==> src/rtl/stim_ctrl_pkg.sv <==
// Shared types and constants for the stimulus-window controller.
package stim_ctrl_pkg;

    localparam int CNT_W_DEFAULT = 15;

    // Command word layout: start flag in bit 0, window length above it.
    localparam int CMD_START_BIT = 0;
    localparam int CMD_LEN_LSB   = 1;

    typedef enum logic [1:0] {
        ST_IDLE   = 2'd0,
        ST_ACTIVE = 2'd1,
        ST_PAUSED = 2'd2
    } stim_state_e;

endpackage

==> src/rtl/stim_tick_detect.sv <==
// Turns the sampled user-clock level into the one-cycle "counted tick".
module stim_tick_detect #(
    parameter bit EDGE_DETECT = 1'b1
) (
    input  logic clk_ref,
    input  logic rst,
    input  logic user_tick_i,
    output logic tick_o
);

    logic tick_q;

    // Previous user-clock level, used for rising-edge detection.
    always_ff @(posedge clk_ref) begin
        if (rst) begin
            tick_q <= 1'b0;
        end else begin
            tick_q <= user_tick_i;
        end
    end

    assign tick_o = EDGE_DETECT ? (user_tick_i & ~tick_q) : user_tick_i;

endmodule

==> src/rtl/stim_window_ctrl.sv <==
// Stimulus-enable window controller: runs a window of L counted ticks,
// with a one-deep pending command slot, pause/abort on run_verif_i drop,
// explicit abort, and done/aborted/drop status pulses.
//
// state     | meaning
// ----------+-----------------------------------------------------------
// ST_IDLE   | no window; r_en low; commands load directly
// ST_ACTIVE | window running (remaining_o==0 means a zero-length window
//           | loaded from the pending slot, finishing next cycle)
// ST_PAUSED | window frozen while run_verif_i is low (PAUSE_MODE=1 only)
module stim_window_ctrl
    import stim_ctrl_pkg::*;
#(
    parameter int CNT_W       = CNT_W_DEFAULT,
    parameter bit EDGE_DETECT = 1'b1,
    parameter bit PAUSE_MODE  = 1'b1
) (
    input  logic             clk_ref,
    input  logic             rst,
    input  logic             cmd_valid_i,
    input  logic [CNT_W:0]   cmd_i,
    input  logic             user_tick_i,
    input  logic             run_verif_i,
    input  logic             abort_i,
    output logic             cmd_ready_o,
    output logic             r_en_stimuli_o,
    output logic             busy_o,
    output logic             done_o,
    output logic             aborted_o,
    output logic             cmd_drop_o,
    output logic [CNT_W-1:0] remaining_o
);

    stim_state_e      state_q;
    logic [CNT_W-1:0] rem_q;
    logic             pend_vld_q;
    logic [CNT_W-1:0] pend_len_q;
    logic             ren_q;
    logic             done_q;
    logic             aborted_q;
    logic             drop_q;

    logic             tick;
    logic             start_req;
    logic             accept;
    logic [CNT_W-1:0] cmd_len;
    logic             next_has;
    logic [CNT_W-1:0] next_len;
    logic             finish;

    stim_tick_detect #(
        .EDGE_DETECT (EDGE_DETECT)
    ) u_tick (
        .clk_ref     (clk_ref),
        .rst         (rst),
        .user_tick_i (user_tick_i),
        .tick_o      (tick)
    );

    assign cmd_len     = cmd_i[CMD_LEN_LSB +: CNT_W];
    assign start_req   = cmd_valid_i & cmd_i[CMD_START_BIT];
    assign cmd_ready_o = ~rst & ((state_q == ST_IDLE) | ~pend_vld_q);
    assign accept      = start_req & cmd_ready_o;

    // Window that follows a completion: pending slot first, otherwise a
    // command accepted in the completion cycle itself.
    assign next_has = pend_vld_q | accept;
    assign next_len = pend_vld_q ? pend_len_q : cmd_len;

    // A zero-length window from the slot completes unconditionally; a normal
    // window completes on a counted tick at remaining==1 while running.
    assign finish = (state_q == ST_ACTIVE) &&
                    ((rem_q == '0) || (run_verif_i && tick && (rem_q == CNT_W'(1))));

    // Window FSM with registered outputs.
    always_ff @(posedge clk_ref) begin
        if (rst) begin
            state_q    <= ST_IDLE;
            rem_q      <= '0;
            pend_vld_q <= 1'b0;
            pend_len_q <= '0;
            ren_q      <= 1'b0;
            done_q     <= 1'b0;
            aborted_q  <= 1'b0;
            drop_q     <= 1'b0;
        end else begin
            done_q    <= 1'b0;
            aborted_q <= 1'b0;
            drop_q    <= start_req & ~cmd_ready_o & ~abort_i;

            if (abort_i) begin
                aborted_q  <= (state_q != ST_IDLE) | pend_vld_q;
                state_q    <= ST_IDLE;
                rem_q      <= '0;
                ren_q      <= 1'b0;
                pend_vld_q <= 1'b0;
            end else begin
                case (state_q)
                    ST_IDLE: begin
                        if (accept) begin
                            if (cmd_len == '0) begin
                                done_q <= 1'b1;
                            end else begin
                                state_q <= ST_ACTIVE;
                                rem_q   <= cmd_len;
                                ren_q   <= 1'b1;
                            end
                        end
                    end

                    ST_ACTIVE: begin
                        if (finish) begin
                            done_q     <= 1'b1;
                            pend_vld_q <= 1'b0;
                            if (next_has) begin
                                rem_q <= next_len;
                                ren_q <= (next_len != '0);
                            end else begin
                                state_q <= ST_IDLE;
                                rem_q   <= '0;
                                ren_q   <= 1'b0;
                            end
                        end else if (!run_verif_i) begin
                            ren_q <= 1'b0;
                            if (PAUSE_MODE) begin
                                state_q <= ST_PAUSED;
                                if (accept) begin
                                    pend_vld_q <= 1'b1;
                                    pend_len_q <= cmd_len;
                                end
                            end else begin
                                state_q    <= ST_IDLE;
                                rem_q      <= '0;
                                pend_vld_q <= 1'b0;
                                aborted_q  <= 1'b1;
                            end
                        end else begin
                            if (tick) begin
                                rem_q <= rem_q - CNT_W'(1);
                            end
                            if (accept) begin
                                pend_vld_q <= 1'b1;
                                pend_len_q <= cmd_len;
                            end
                        end
                    end

                    ST_PAUSED: begin
                        if (run_verif_i) begin
                            state_q <= ST_ACTIVE;
                            ren_q   <= 1'b1;
                        end
                        if (accept) begin
                            pend_vld_q <= 1'b1;
                            pend_len_q <= cmd_len;
                        end
                    end

                    default: begin
                        state_q <= ST_IDLE;
                        rem_q   <= '0;
                        ren_q   <= 1'b0;
                    end
                endcase
            end
        end
    end

    assign r_en_stimuli_o = ren_q;
    assign busy_o         = (state_q != ST_IDLE);
    assign done_o         = done_q;
    assign aborted_o      = aborted_q;
    assign cmd_drop_o     = drop_q;
    assign remaining_o    = rem_q;

endmodule

==> config.mk <==
export PLATFORM = sky130hd
export DESIGN_NAME = stim_window_ctrl
export DESIGN_NICKNAME = d
export VERILOG_FILES = /design/src/rtl/stim_ctrl_pkg.sv /design/src/rtl/stim_tick_detect.sv /design/src/rtl/stim_window_ctrl.sv
export SDC_FILE = /design/constraint.sdc
export NUM_CORES = 1
export LEC_CHECK = 0
export CAP_MARGIN = 20
export CORE_MARGIN = 2
export CORE_UTILIZATION = 58
export DETAILED_ROUTE_END_ITERATION = 7
export PLACE_DENSITY = 0.92
export SETUP_SLACK_MARGIN = 0.3
export SLEW_MARGIN = 15
export SYNTH_ARGS = -nofsm -noshare
export SYNTH_HDL_FRONTEND = slang
export SYNTH_SLANG_ARGS = --single-unit
export TNS_END_PERCENT = 50
==> constraint.sdc <==
create_clock -name clk_ref -period 3.35 [get_ports clk_ref]
set_input_delay 0.5025 -clock clk_ref [delete_from_list [all_inputs] [get_ports clk_ref]]
set_output_delay 0.5025 -clock clk_ref [all_outputs]
set_load 0.005 [all_outputs]
==> results of run 1 <==
==> state kept, by name, summed over array words and instances, names as in the netlist <==
register	cells
pend_len_q	15
remaining_o	15
state_q	2
aborted_o	1
cmd_drop_o	1
done_o	1
pend_vld_q	1
r_en_stimuli_o	1
u_tick.tick_q	1
==> placed cells by master, fill, tap and decap left out, types with 8 or more instances in the layout <==
cell,n
nor2_1,24
clkdlybuf4s50_1,42
o2111ai_1,9
nand3_1,8
nor3_1,12
a32oi_1,8
dfxtp_1,38
a211oi_1,11
o211ai_1,8
nand2_1,34
inv_1,9
mux2i_1,18
a21oi_1,18
==> how the worst max path moves through the flow <==
stage                             from                     endpoint  slack [ps]
4_1_cts        state_q[0]$_SDFFE_PP0P_  pend_len_q[14]$_SDFFE_PP0P_         680
5_1_grt        state_q[0]$_SDFFE_PP0P_   pend_len_q[0]$_SDFFE_PP0P_         550
3_5_place_dp                   abort_i  pend_len_q[14]$_SDFFE_PP0P_         550
2_1_floorplan                      rst   pend_len_q[0]$_SDFFE_PP0P_        1250
6_report       state_q[0]$_SDFFE_PP0P_  pend_len_q[14]$_SDFFE_PP0P_         670
3_3_place_gp                   abort_i  pend_len_q[11]$_SDFFE_PP0P_         640
==> cells in the mapped netlist, types with 4 or more instances <==
master	instances
o2111ai_1	9
nand4_1	5
nand3_1	8
o21ai_0	6
nor4_1	6
a21o_1	4
nor3_1	12
inv_1	9
or3_1	5
mux2i_1	18
buf_6	7
dfxtp_1	38
a21oi_1	18
clkbuf_1	4
a211oi_1	11
o211ai_1	8
buf_2	8
ha_1	6
nor2_1	24
a32oi_1	8
nand2_1	34
==> critical path, delay by kind of cell, from the launching register on <==
family	cells	cell delay [ps]
mux	1	290
compound gates	1	560
flops	1	350
buf+inv	1	90
simple gates	3	770
fa+ha+maj	1	510
==> cells by family after synthesis <==
logic type / after synthesis
AOI/OAI and AO/OA: 93
xor gates and xnor gates: 4
adders and majority gates: 6
buffers and inverters: 33
DFF: 38
muxes: 18
and+or+nand+nor: 118
==> routing by layer <==
layer,routed length (um),part of all wire [%]
met1,3050,41
met2,3350,45
met3,819,11
met4,245,3.3
met5,0,0
==> layout make-up <==
class	count	area, um^2
well taps	52	65.06
fillers	348	1304
multi-input cells	239	1612
flip-flops and latches	38	760.7
clock inverters	1	5.005
inverters	9	33.78
repair buffers	47	457.9
clock buffers	7	86.33
==> report_power, final <==
| group | total, mW | internal, mW | switching, mW |
|---|---|---|---|
| Combinational | 0.298 | 0.118 | 0.180 |
| Sequential | 0.474 | 0.460 | 0.0141 |
| Clock | 0.333 | 0.166 | 0.167 |
==> flow_summary_export.csv, run 1 <==
group,metric,value,unit
outcome,status,"completed",
global_route,met3_usage,6.410,%
synth,synthTopCellsByArea,"dfxtp_1 29%, mux2i_1 6.9%, nand2_1 4.9%",
detailed_routing,finalWirelength,7465,um
power_and_ir_drop,p_total,1.105,mW
synth,synth_flop_cell,"dfxtp_1",
floorplan,die_y,70.86,um
global_route,grt_pass1_vias,2365,
placement,dp_hpwl,5360,um
cts,cts_tree,"built",
timing,period_share,80.08,%
synth,ys_seq_area_share,29.34,%
critical_path,worstPathMaxFanout,15,
timing,max_slew_margin,32.39,%
synth,synthAdderAreaFrac,2.896,%
timing,fin_tns_setup,0,ps
cts,clock-sinks,38,
global_route,antenna_found_initial,0,
critical_path,critPathSlowestCell,"a31oi_4",
detailed_routing,antenna_left,0,
critical_path,arrival,2870,ps
timing,whs,489.0,ps
critical_path,worstPathRequired,3530,ps
cts,clk_path_buf_depth,2,
synth,synth_mux_area_share,6.950,%
synth,synth_top_area_share,29.34,%
synth,synth_xor_area_share,1.351,%
detailed_routing,wl_per_cell,18.99,um
detailed_routing,vias,2766,
floorplan,die_w,70.86,um
cts,clkTransAtPathRegs,80,ps
finish,final_area,3020,um^2
power_and_ir_drop,powerDensity,365.8,nW/um^2
cts,cts_root_buffer,"clkbuf_8",
critical_path,rr_startpoint,"state_q[0]$_SDFFE_PP0P_",
floorplan,core,4324,um^2
finish,antenna-diode-count,0,
timing,final-setup-viol-count,0,
critical_path,crit_path_max_incr_delay,560,ps
global_route,use_met1,42.64,%
timing,skew,11.58,ps
job,drv_cap,0,
critical_path,r2r_setup_slack,670,ps
detailed_routing,drt_first_pass_iters,5,
timing,rsz0062_at_grt,"no",
synth,synth_top_family_by_area,"compound AO/OA/AOI/OAI gates",
cts,htreeDepth,2,
placement,preCtsSetupSlack,546.4,ps
global_route,grt_busiest_layer,"met2",
cts,postCtsHoldBufs,0,
floorplan,die-area,5020,um^2
synth,synthCells,310,
worst_hold_path,hold_class,"reg2reg",
cts,cts_buffers,5,
power_and_ir_drop,p_leak,1.064,nW
placement,gp_congestion,0.9525,
timing,slew_violations,0,
cts,cts_post_setup_buffers_inserted,0,
finish,layout.nets,368,
synth,synth.distinct_cells,59,
global_route,grt_pass1_wl,11980,um
floorplan,io_pins,43,
cts,clk_latency,300,ps
detailed_routing,drc,0,
synth,synth-compound-area-share,27.08,%
finish,fin_util,69.85,%
global_route,grt_use_total,29.71,%
placement,postPlaceCellArea,2929,um^2
critical_path,r2r_end,"pend_len_q[14]$_SDFFE_PP0P_",
synth,synth-simple-area-share,23.89,%
finish,drive_gt1_share,6.158,%
critical_path,critPathCaptureType,"flop",
placement,dp_cells,385,
worst_hold_path,holdPathEnd,"r_en_stimuli_o$_SDFFE_PP0P_",
timing,hold_viol,0,
cts,cts_resized,0,
synth,async_reset_ff_share,0,%
worst_hold_path,min_from,"r_en_stimuli_o$_SDFFE_PP0P_",
floorplan,start_util,59.95,%
worst_hold_path,min_path_cells,2,
synth,ys_ff_latch,38,
critical_path,worstSetupStartpointType,"flop",
placement,io_buffer_count,42,
timing,fmax,372.8,MHz
detailed_routing,first_iter_violations,549,
floorplan,rows,24,
detailed_routing,routed_via_density,7.038,
critical_path,path_class,"reg2reg",
global_route,use_met2,44.13,%
finish,instances_no_fill,393,
synth,synth_edf_count,0,
synth,postSynthAreaPerCell,8.363,um^2
synth,yosys.area.top_type,"dfxtp_1",
global_route,grt_max_degree,32,
synth,synth_area,2592,um^2
timing,min_period,2683,ps
finish,syn_to_final_growth,16.51,%
timing,fin_ws,667.4,ps
critical_path,reg2reg_depth,7,
global_route,gr-total-overflow,0,
synth,syn-num-nets,338,
synth,synth_warnings,0,
timing,max_slew.worst_pin.slew,1013,ps
critical_path,path_cells,"inv_1 > ha_1 > nand2b_1 > or4b_4 > a31oi_4 > mux2i_1 > nor2_1",
power_and_ir_drop,ir_drop,298.4,uV
Note: power is estimated with default switching activity, not from simulation.
==> run 2: changes to the inputs <==
- CORE_UTILIZATION: 58 -> 48
- PLACE_DENSITY: 0.92 -> 0.82
- clock period: 3.35 -> 2.2 ns (I/O delays scaled with it)
==> flow_summary_export.csv, run 2 (same netlist as run 1, synthesis figures left out) <==
group,metric,value,unit
outcome,status,"completed",
power_and_ir_drop,ir_drop,377.3,uV
finish,fillerInstances,326,
global_route,grt_pass1_wl,13950,um
critical_path,r2r_setup_slack,60,ps
finish,antenna-diode-count,0,
global_route,grt_pass1_vias,2792,
critical_path,r2r_end,"remaining_o[6]$_SDFFE_PP0P_",
power_and_ir_drop,p_total,1.875,mW
finish,syn_to_final_growth,48.21,%
finish,final_area,3842,um^2
timing,fmax,466.6,MHz
worst_hold_path,hold_class,"reg2reg",
floorplan,die-area,6005,um^2
floorplan,io_pins,43,
floorplan,core,5172,um^2
cts,cts_tree,"built",
cts,clkTransAtPathRegs,80,ps
timing,max_slew.worst_pin.slew,479.6,ps
cts,clock-sinks,38,
power_and_ir_drop,p_leak,1.430,nW
cts,cts_root_buffer,"clkbuf_8",
finish,drive_gt1_share,30.35,%
global_route,grt_max_degree,31,
critical_path,critPathLaunch,"remaining_o[0]$_SDFFE_PP0P_",
timing,slew_violations,0,
detailed_routing,wl_per_cell,20.04,um
timing,rsz0062_at_grt,"yes",
critical_path,arrival,2330,ps
timing,final-setup-viol-count,0,
timing,hold_viol,0,
global_route,grt_use_total,29.20,%
detailed_routing,first_iter_violations,538,
detailed_routing,routed_via_density,6.608,
finish,layout_common_cells,"53 x buf_4, 37 x clkdlybuf4s50_1, 33 x nand2_1, 33 x dfxtp_1, 22 x nor2_1",
timing,whs,476.5,ps
floorplan,rows,26,
critical_path,worstPathRequired,2390,ps
critical_path,path_class,"reg2reg",
power_and_ir_drop,powerDensity,488.1,nW/um^2
placement,dp_hpwl,6123,um
global_route,antenna_found_initial,0,
timing,period_share,97.42,%
placement,postPlaceCellArea,3317,um^2
detailed_routing,drt_first_pass_iters,6,
detailed_routing,finalWirelength,9460,um
placement,gp_congestion,0.9742,
timing,max_slew_margin,67.91,%
critical_path,rr_startpoint,"remaining_o[0]$_SDFFE_PP0P_",
cts,clk_latency,300,ps
cts,htreeDepth,2,
critical_path,worstSetupStartpointType,"flop",
critical_path,crit_path_end,"remaining_o[6]$_SDFFE_PP0P_",
job,drv_cap,0,
finish,final_common_cell,"buf_4",
floorplan,die_w,77.49,um
global_route,gr-total-overflow,0,
critical_path,worstPathMaxFanout,8,
timing,min_period,2143,ps
detailed_routing,vias,3119,
floorplan,die_y,77.49,um
critical_path,critPathCaptureType,"flop",
placement,io_buffer_count,42,
critical_path,reg2reg_depth,10,
floorplan,start_util,50.12,%
detailed_routing,drc,0,
cts,clk_path_buf_depth,2,
finish,layout.nets,430,
detailed_routing,antenna_left,0,
cts,cts_buffers,5,
timing,skew,7.649,ps
run 2: changes by cell type in the layout (fill, tap and decap cells not counted), sizes merged:
| cell | before | now |
|---|---|---|
| clkdlybuf4s50 | 42 | 37 |
| dlygate4sd2 | 0 | 5 |
| a21o | 4 | 5 |
| clkinv | 1 | 0 |
| buf | 5 | 66 |
run 2: worst max-delay path, cell delays in order, from the launching register on:
cell and delay [ps]:
dfxtp_2 360, buf_6 120, ha_4 120, nand4b_1 220, a21oi_1 260, buf_4 180, buf_6 110, buf_6 120
o2111ai_1 160, a32oi_1 280, a211oi_1 100
run 2: per-layer routing:
metal | up-vias | global-route usage (%) | part of all wire (%)
met5 | - | 0 | 0
met4 | 0 | 12.50 | 5.0
met3 | 53 | 6.279 | 10
met2 | 253 | 47.39 | 46
met1 | 1431 | 37.40 | 39
li1 | 1382 | - | -
run 2: where the power goes:
| part | total, mW | switching, mW | internal (mW) |
|---|---|---|---|
| Clock | 0.474 | 0.256 | 0.219 |
| Combinational | 0.682 | 0.364 | 0.319 |
| Sequential | 0.719 | 0.0200 | 0.699 |
| Total | 1.88 | 0.640 | 1.24 |
run 2: worst min path at each step:
stage          slack (ps)                     endpoint                   startpoint  cells past startpoint
4_1_cts               480  r_en_stimuli_o$_SDFFE_PP0P_  r_en_stimuli_o$_SDFFE_PP0P_                      2
6_report              480  r_en_stimuli_o$_SDFFE_PP0P_  r_en_stimuli_o$_SDFFE_PP0P_                      2
2_1_floorplan         460  r_en_stimuli_o$_SDFFE_PP0P_  r_en_stimuli_o$_SDFFE_PP0P_                      2
3_5_place_dp          470  r_en_stimuli_o$_SDFFE_PP0P_  r_en_stimuli_o$_SDFFE_PP0P_                      2
3_3_place_gp          460  r_en_stimuli_o$_SDFFE_PP0P_  r_en_stimuli_o$_SDFFE_PP0P_                      2
5_1_grt               510        cmd_drop_o$_SDFF_PP0_                     cmd_i[0]                      3
run 2: stage by stage:
step / cells / worst slack (ps) / utilization, % / setup TNS [ps]
3_3_place_gp: 446 / -51.73 / 64.13 / -749.5
4_1_cts: 470 / 127.0 / 71.19 / 0
2_1_floorplan: 310 / 181.6 / - / 0
5_1_grt: 472 / -71.07 / 74.29 / -277.3
6_report: 472 / 56.75 / 74.29 / 0
3_5_place_dp: 446 / -140.8 / 64.13 / -2060
run 2: timing repair:
action | in CTS | in global routing
pin swaps | 14 | 20
cloned | 1 | 1
gates resized for setup | 44 | 28
hold buffers | 0 | 0
buffers inserted | 16 | 1
endpoints found under the setup margin | 35 | 36
run 2: cell type report:
class	count	area [um^2]	area share [%]
Multi-Input combinational cell	240	1859	48.39
Inverter	9	46.29	1.205
Clock buffer	7	76.32	1.986
Sequential cell	38	772.0	20.09
Tap cell	70	87.58	2.279
Timing Repair Buffer	108	1001	26.05
